**config.mk**
```make
export PLATFORM = sky130hd
export DESIGN_NAME = cpu_controller
export DESIGN_NICKNAME = d
export VERILOG_FILES = /design/src/rtl/cpu_controller.sv
export SDC_FILE = /design/constraint.sdc
export NUM_CORES = 1
export LEC_CHECK = 0
export ABC_AREA = 1
export CAP_MARGIN = 20
export CORE_AREA = 4 4 85 87
export DETAILED_ROUTE_END_ITERATION = 12
export DIE_AREA = 0 0 89 91
export GPL_TIMING_DRIVEN = 0
export PLACE_DENSITY = 0.81
export REMOVE_ABC_BUFFERS = 1
export SETUP_SLACK_MARGIN = 0.4
export SLEW_MARGIN = 20
export SYNTH_ARGS = -nofsm -noshare
export SYNTH_HDL_FRONTEND = slang
export SYNTH_SLANG_ARGS = --single-unit
```
**constraint.sdc**
```tcl
create_clock -name clk -period 1.3 [get_ports clk]
set_clock_uncertainty 0.1 [all_clocks]
set_input_delay 0.195 -clock clk [delete_from_list [all_inputs] [get_ports clk]]
set_output_delay 0.195 -clock clk [all_outputs]
set_load 0.005 [all_outputs]
```
**src/rtl/cpu_controller.sv**
```systemverilog
// Instruction sequencer for the 16-bit datapath: fetches into IR, keeps the PC,
// and walks a Moore FSM that drives every datapath strobe and memory command.
module cpu_controller (
  input  logic        clk,
  input  logic        rst_n,
  input  logic [15:0] mem_rdata,
  input  logic [15:0] datapath_out,
  output logic [7:0]  mem_addr,
  output logic        mem_read,
  output logic        mem_write,
  output logic [7:0]  PC,
  output logic [2:0]  readnum,
  output logic [2:0]  writenum,
  output logic [1:0]  shift,
  output logic [1:0]  ALUop,
  output logic        write,
  output logic        loada,
  output logic        loadb,
  output logic        loadc,
  output logic        loads,
  output logic        asel,
  output logic        bsel,
  output logic [1:0]  vsel,
  output logic [15:0] sximm8,
  output logic [15:0] sximm5,
  output logic        halted
);

  typedef enum logic [4:0] {
    S_RESET  = 5'd0,  S_FETCH1 = 5'd1,  S_FETCH2 = 5'd2,  S_UPDATE = 5'd3,
    S_DECODE = 5'd4,  S_WIMM   = 5'd5,  S_GETA   = 5'd6,  S_GETB   = 5'd7,
    S_ALU    = 5'd8,  S_WC     = 5'd9,  S_ADDR   = 5'd10, S_LDA    = 5'd11,
    S_RD1    = 5'd12, S_RD2    = 5'd13, S_GETD   = 5'd14, S_PASS   = 5'd15,
    S_MWR    = 5'd16, S_HALT   = 5'd17
  } state_t;

  state_t      state_r, state_nxt_s;
  logic [15:0] ir_r;
  logic [7:0]  pc_r;
  logic [7:0]  dar_r;

  logic [2:0] opcode_s, rn_s, rd_s, rm_s;
  logic [1:0] op_s, sh_s;
  logic is_movi_s, is_movr_s, is_alu_s, is_cmp_s, is_mvn_s;
  logic is_ldr_s, is_str_s, is_halt_s;

  function automatic logic [15:0] sext8(input logic [7:0] v);
    return {{8{v[7]}}, v};
  endfunction

  function automatic logic [15:0] sext5(input logic [4:0] v);
    return {{11{v[4]}}, v};
  endfunction

  assign opcode_s = ir_r[15:13];
  assign op_s     = ir_r[12:11];
  assign rn_s     = ir_r[10:8];
  assign rd_s     = ir_r[7:5];
  assign sh_s     = ir_r[4:3];
  assign rm_s     = ir_r[2:0];

  assign is_movi_s = (opcode_s == 3'b110) && (op_s == 2'b10);
  assign is_movr_s = (opcode_s == 3'b110) && (op_s == 2'b00);
  assign is_alu_s  = (opcode_s == 3'b101);
  assign is_cmp_s  = is_alu_s && (op_s == 2'b01);
  assign is_mvn_s  = is_alu_s && (op_s == 2'b11);
  assign is_ldr_s  = (opcode_s == 3'b011) && (op_s == 2'b00);
  assign is_str_s  = (opcode_s == 3'b100) && (op_s == 2'b00);
  assign is_halt_s = (opcode_s == 3'b111);

  // Field-derived controls depend on IR alone, never on inputs.
  assign shift  = (is_movr_s || is_alu_s) ? sh_s : 2'b00;
  assign ALUop  = is_alu_s ? op_s : 2'b00;
  assign sximm8 = sext8(ir_r[7:0]);
  assign sximm5 = sext5(ir_r[4:0]);
  assign PC     = pc_r;

  // State register.
  always_ff @(posedge clk or negedge rst_n) begin
    if (!rst_n) begin
      state_r <= S_RESET;
    end else begin
      state_r <= state_nxt_s;
    end
  end

  // IR, PC and data-address registers.
  always_ff @(posedge clk or negedge rst_n) begin
    if (!rst_n) begin
      ir_r  <= 16'h0000;
      pc_r  <= 8'h00;
      dar_r <= 8'h00;
    end else begin
      if (state_r == S_FETCH2) ir_r  <= mem_rdata;
      if (state_r == S_UPDATE) pc_r  <= pc_r + 8'd1;
      if (state_r == S_LDA)    dar_r <= datapath_out[7:0];
    end
  end

  // Next-state sequencing.
  always_comb begin
    state_nxt_s = S_RESET;
    case (state_r)
      S_RESET:  state_nxt_s = S_FETCH1;
      S_FETCH1: state_nxt_s = S_FETCH2;
      S_FETCH2: state_nxt_s = S_UPDATE;
      S_UPDATE: state_nxt_s = S_DECODE;
      S_DECODE: begin
        if (is_movi_s) begin
          state_nxt_s = S_WIMM;
        end else if (is_movr_s || is_mvn_s) begin
          state_nxt_s = S_GETB;
        end else if (is_alu_s || is_ldr_s || is_str_s) begin
          state_nxt_s = S_GETA;
        end else if (is_halt_s) begin
          state_nxt_s = S_HALT;
        end else begin
          state_nxt_s = S_FETCH1;
        end
      end
      S_WIMM:   state_nxt_s = S_FETCH1;
      S_GETA: begin
        if (is_ldr_s || is_str_s) begin
          state_nxt_s = S_ADDR;
        end else begin
          state_nxt_s = S_GETB;
        end
      end
      S_GETB:   state_nxt_s = S_ALU;
      S_ALU: begin
        if (is_cmp_s) begin
          state_nxt_s = S_FETCH1;
        end else begin
          state_nxt_s = S_WC;
        end
      end
      S_WC:     state_nxt_s = S_FETCH1;
      S_ADDR:   state_nxt_s = S_LDA;
      S_LDA: begin
        if (is_ldr_s) begin
          state_nxt_s = S_RD1;
        end else begin
          state_nxt_s = S_GETD;
        end
      end
      S_RD1:    state_nxt_s = S_RD2;
      S_RD2:    state_nxt_s = S_FETCH1;
      S_GETD:   state_nxt_s = S_PASS;
      S_PASS:   state_nxt_s = S_MWR;
      S_MWR:    state_nxt_s = S_FETCH1;
      S_HALT:   state_nxt_s = S_HALT;
      default:  state_nxt_s = S_RESET;
    endcase
  end

  // Moore output decode from state and IR fields.
  always_comb begin
    mem_addr  = 8'h00;
    mem_read  = 1'b0;
    mem_write = 1'b0;
    readnum   = 3'b000;
    writenum  = 3'b000;
    write     = 1'b0;
    loada     = 1'b0;
    loadb     = 1'b0;
    loadc     = 1'b0;
    loads     = 1'b0;
    asel      = 1'b0;
    bsel      = 1'b0;
    vsel      = 2'b00;
    halted    = 1'b0;
    case (state_r)
      S_FETCH1, S_FETCH2: begin
        mem_read = 1'b1;
        mem_addr = pc_r;
      end
      S_WIMM: begin
        vsel     = 2'b01;
        writenum = rn_s;
        write    = 1'b1;
      end
      S_GETA: begin
        readnum = rn_s;
        loada   = 1'b1;
      end
      S_GETB: begin
        readnum = rm_s;
        loadb   = 1'b1;
      end
      S_ALU: begin
        if (is_cmp_s) begin
          loads = 1'b1;
        end else begin
          loadc = 1'b1;
          asel  = is_movr_s;
        end
      end
      S_WC: begin
        vsel     = 2'b11;
        writenum = rd_s;
        write    = 1'b1;
      end
      S_ADDR: begin
        bsel  = 1'b1;
        loadc = 1'b1;
      end
      S_RD1: begin
        mem_read = 1'b1;
        mem_addr = dar_r;
      end
      S_RD2: begin
        mem_read = 1'b1;
        mem_addr = dar_r;
        writenum = rd_s;
        write    = 1'b1;
      end
      S_GETD: begin
        readnum = rd_s;
        loadb   = 1'b1;
      end
      S_PASS: begin
        asel  = 1'b1;
        loadc = 1'b1;
      end
      S_MWR: begin
        mem_write = 1'b1;
        mem_addr  = dar_r;
      end
      S_HALT:   halted = 1'b1;
      default:  halted = 1'b0;
    endcase
  end

endmodule

```
==> results.md <==
- CTS clk-pin slew, worst paths: 0.09 ns
- Fin nets: 530
- Post-detail-place hpwl: 4.898 mm
- Die area: 8099 sq um
- Port Buffers: 95
- H-tree depth: 2
- Layout cells sized above 1: 66.53%
- Layout area overhead: 107.9%
- Antenna Nets Post-Route: 0
- Clock network power share: 7.2%
- Top_reg_cell synth: dfrtp_1
- Max cap viols: 0
- Syn avg cell area: 7.555 sq um
- Via count: 3311
- R2R Setup Slk: -0.46 ns
- Top-count cell post-synth: nand2_1
- CTS tree: done
- Drt first-iter violations: 300
- Placed Cells: 452
- Int Pwr: 0.007100 W
- CTS max path bufs: 2
- Routed WL: 12.95 mm
- Setup violators final: 89
- Crit path from: state_r[2]
- Worst r2r src: state_r[1]
- FF-to-FF End: state_r[0]
- Pwr Density: 2647 nW/um^2
- Dpl cell area: 3154 sq um
- Post-synthesis compound-gate area fraction: 9.832%
- Synth cell types: 29
- Combinational share of power: 75.7%
- Wirelength per Cell: 22.61 um
- CP endpoint kind: primary output
- Slew margin rel.: 75.97%
- Max Clk Rate: 482.2 MHz
- GRT Overall Usage: 25.80%
- #FFs+latches synth: 37
- Fin. max-slew vios: 0
- I/O pin total: 104
- Worst-Margin Slew: 0.3604 ns
- Via-per-instance ratio: 5.778
- Failing checks: hold timing, setup timing
- Worst R2R Path Depth: 10
- Final Worst Setup Slack: -0.7737 ns
- Root buf cell: clkbuf_8
- Startpoint type of the worst setup path: flop
- Mux share of post-synthesis cell area: 0%
- Inserted Clock Buffers: 5
- Clk sinks: 37
- Core area: 6350 sq um
- Crit path to: mem_addr[4]
- Simple-gate share of the synthesized area: 30.44%
- Routability Congestion: 0.9193
- Global route overflow: 0
- Pin count of the biggest net entering global routing: 26
- Worst hold slack: -0.3218 ns
- Final Non-Filler Cells: 573
- Switching share of power: 45.79%
- Post-synthesis xor/xnor area fraction: 2.208%
- Rows: 29
- Total Power: 0.01310 W
- Worst hold path type: input pin to async pin
- Status: complete, but fails checks
- Initial Util: 37.48%
- Synthesized instance count: 315
- Initial antenna violation count: 0
- Die X: 89 um
- Number of synthesized flops with an enable pin: 0
- Psw: 0.005997 W
- Ant. Diodes: 0
- First-pass DRT Iterations: 6
- Crit Path Max Fanout: 6
- Peak supply drop: 0.001673 V
- Leading cell types by count after synthesis: 82 x nand2_1, 37 x dfrtp_1, 35 x inv_1, 33 x nand3_1, 32 x buf_4
- Seq pwr share: 17.1%
- Largest family of logic cells by synthesized area: simple AND/OR/NAND/NOR gates
- Synth top area cells: dfrtp_1 39%, nand2_1 13%, buf_4 10%
- Number of global-route vias before repair: 3154
- RSZ-0062 raised after global routing: true
- Adder-cell share of the synthesized area: 0.5258%
- Clk Latency, worst-skew pair: 0.31 ns
- Tmin final: 2.074 ns
- DRC viols: 0
- Critical path class: flop to primary output
- Leakage power: 2.433 nW
- Post-layout instance area: 4949 sq um
- DIE HEIGHT: 91 um
- Global-route wire length before repair: 16.25 mm
- Synth Cell Area: 2380 sq um
- Arrival time worst endpoint: 1.78 ns
- Synth top area share: 38.91%
- Synth async-reset ratio: 100.0%
- CP required: 1.00 ns
- Area leader, netlist: dfrtp_1
- Final Hold Vio Count: 20
- Crit share post-route: 159.5%
- Synth warnings: 0
- Register area share after synthesis: 38.91%
[power groups by stage]
stage	sequential [W]	combinational, W	clock, W
after CTS	0.00211	0.00790	0.000904
after detailed placement	0.00219	0.00410	0
after floorplan	0.00217	0.00189	0
final	0.00223	0.00992	0.000947
after global placement	0.00215	0.00399	0
after global routing	0.00227	0.0103	0.00101
[layout by cell type, fill, tap and decap left out, types with 2 or more instances in the layout]
| cell | Yosys | layout |
|---|---|---|
| buf_4 | 32 | 46 |
| xor2_1 | 6 | 6 |
| nor2_4 | 2 | 27 |
| buf_6 | 2 | 91 |
| nor2_1 | 31 | 5 |
| buf_12 | 1 | 8 |
| buf_2 | 1 | 34 |
| a21boi_2 | 0 | 2 |
| nor3_4 | 1 | 2 |
| nand4_1 | 3 | 3 |
| nand2_2 | 4 | 15 |
| o22ai_2 | 0 | 3 |
| nor2_2 | 6 | 7 |
| dfrtp_1 | 37 | 26 |
| o21ai_0 | 8 | 2 |
| inv_2 | 2 | 9 |
| a21oi_2 | 11 | 11 |
| inv_1 | 35 | 21 |
| nand3_4 | 0 | 5 |
| clkdlybuf4s50_1 | 0 | 24 |
| nand3_1 | 33 | 20 |
| inv_8 | 0 | 2 |
| clkbuf_2 | 0 | 2 |
| o221ai_2 | 0 | 3 |
| dfrtp_2 | 0 | 11 |
| nand2_4 | 0 | 8 |
| nand2_1 | 82 | 56 |
| clkbuf_8 | 0 | 7 |
| nand3_2 | 0 | 8 |
| nand2_8 | 0 | 9 |
| buf_8 | 0 | 2 |
| inv_4 | 0 | 5 |
| o21ai_2 | 1 | 9 |
[layout make-up]
type / instances / area, sq um
timing repair buffer: 207 / 1981
multi-input combinational: 206 / 1655
fill: 339 / 1401
sequential: 37 / 939.7
inverter: 38 / 175.2
clock buffer: 7 / 96.34
tap: 77 / 96.34
clock inverter: 1 / 5.005
[per-layer routing]
layer,up-vias,routed length (um),global-route usage (%),share of wire [%]
met5,-,0,0,0
met4,0,1027,15.38,7.9
met3,99,1183,5.611,9.1
met2,300,6293,43.69,49
met1,1576,4450,29.07,34
li1,1336,-,-,-
[sequential cells by signal, summed over array words and instances (netlist names)]
signal   count
PC           8
dar_r        8
state_r      5
ir_r        16
[worst min-delay path by stage]
stage / slack [ns] / cells after the start / start / end
floorplan: -0.20 / 0 / rst_n / PC[0]
global placement: 0.35 / 2 / dar_r[4] / dar_r[4]
detailed placement: 0.02 / 1 / rst_n / ir_r[6]
CTS: -0.30 / 1 / rst_n / ir_r[6]
global route: -0.31 / 1 / rst_n / ir_r[6]
finish: -0.32 / 1 / rst_n / ir_r[5]
[stage by stage]
stage / utilization [%] / setup TNS (ns) / setup WS, ns
2_1_floorplan: - / -9.887 / -0.5001
3_3_place_gp: 49.44 / -71.66 / -1.322
3_5_place_dp: 49.67 / -40.39 / -1.348
4_1_cts: 70.09 / -21.95 / -0.6219
5_1_grt: 77.93 / -37.03 / -0.8106
6_report: 77.93 / -33.46 / -0.7737
[what timing repair did]
| action | 4_1_cts | 5_1_grt |
|---|---|---|
| cloned | 2 | 0 |
| endpoints found under the setup margin | 107 | 107 |
| endpoints found under the hold margin | 12 | 12 |
| pin swaps | 39 | 36 |
| buffers inserted | 90 | 21 |
| resized for setup | 473 | 92 |
[cell families (layout without fill, tap and decap cells)]
family                     Yosys count  count (layout)
AOI/OAI and AO/OA                   33              33
xor gates and xnor gates             6               6
DFF                                 37              37
adders and majority gates            1               1
buffers and inverters               74             253
and+or+nand+nor                    164             166
[critical path, stage by stage, from the launching register on]
cell,delay [ns]
dfrtp_2,0.48
nor2_4,0.18
buf_6,0.12
nand2_4,0.06
o21ai_4,0.20
buf_6,0.16
nand2_1,0.08
o21ai_2,0.07
buf_2,0.13
No activity file was read; power rests on OpenSTA's default activity.
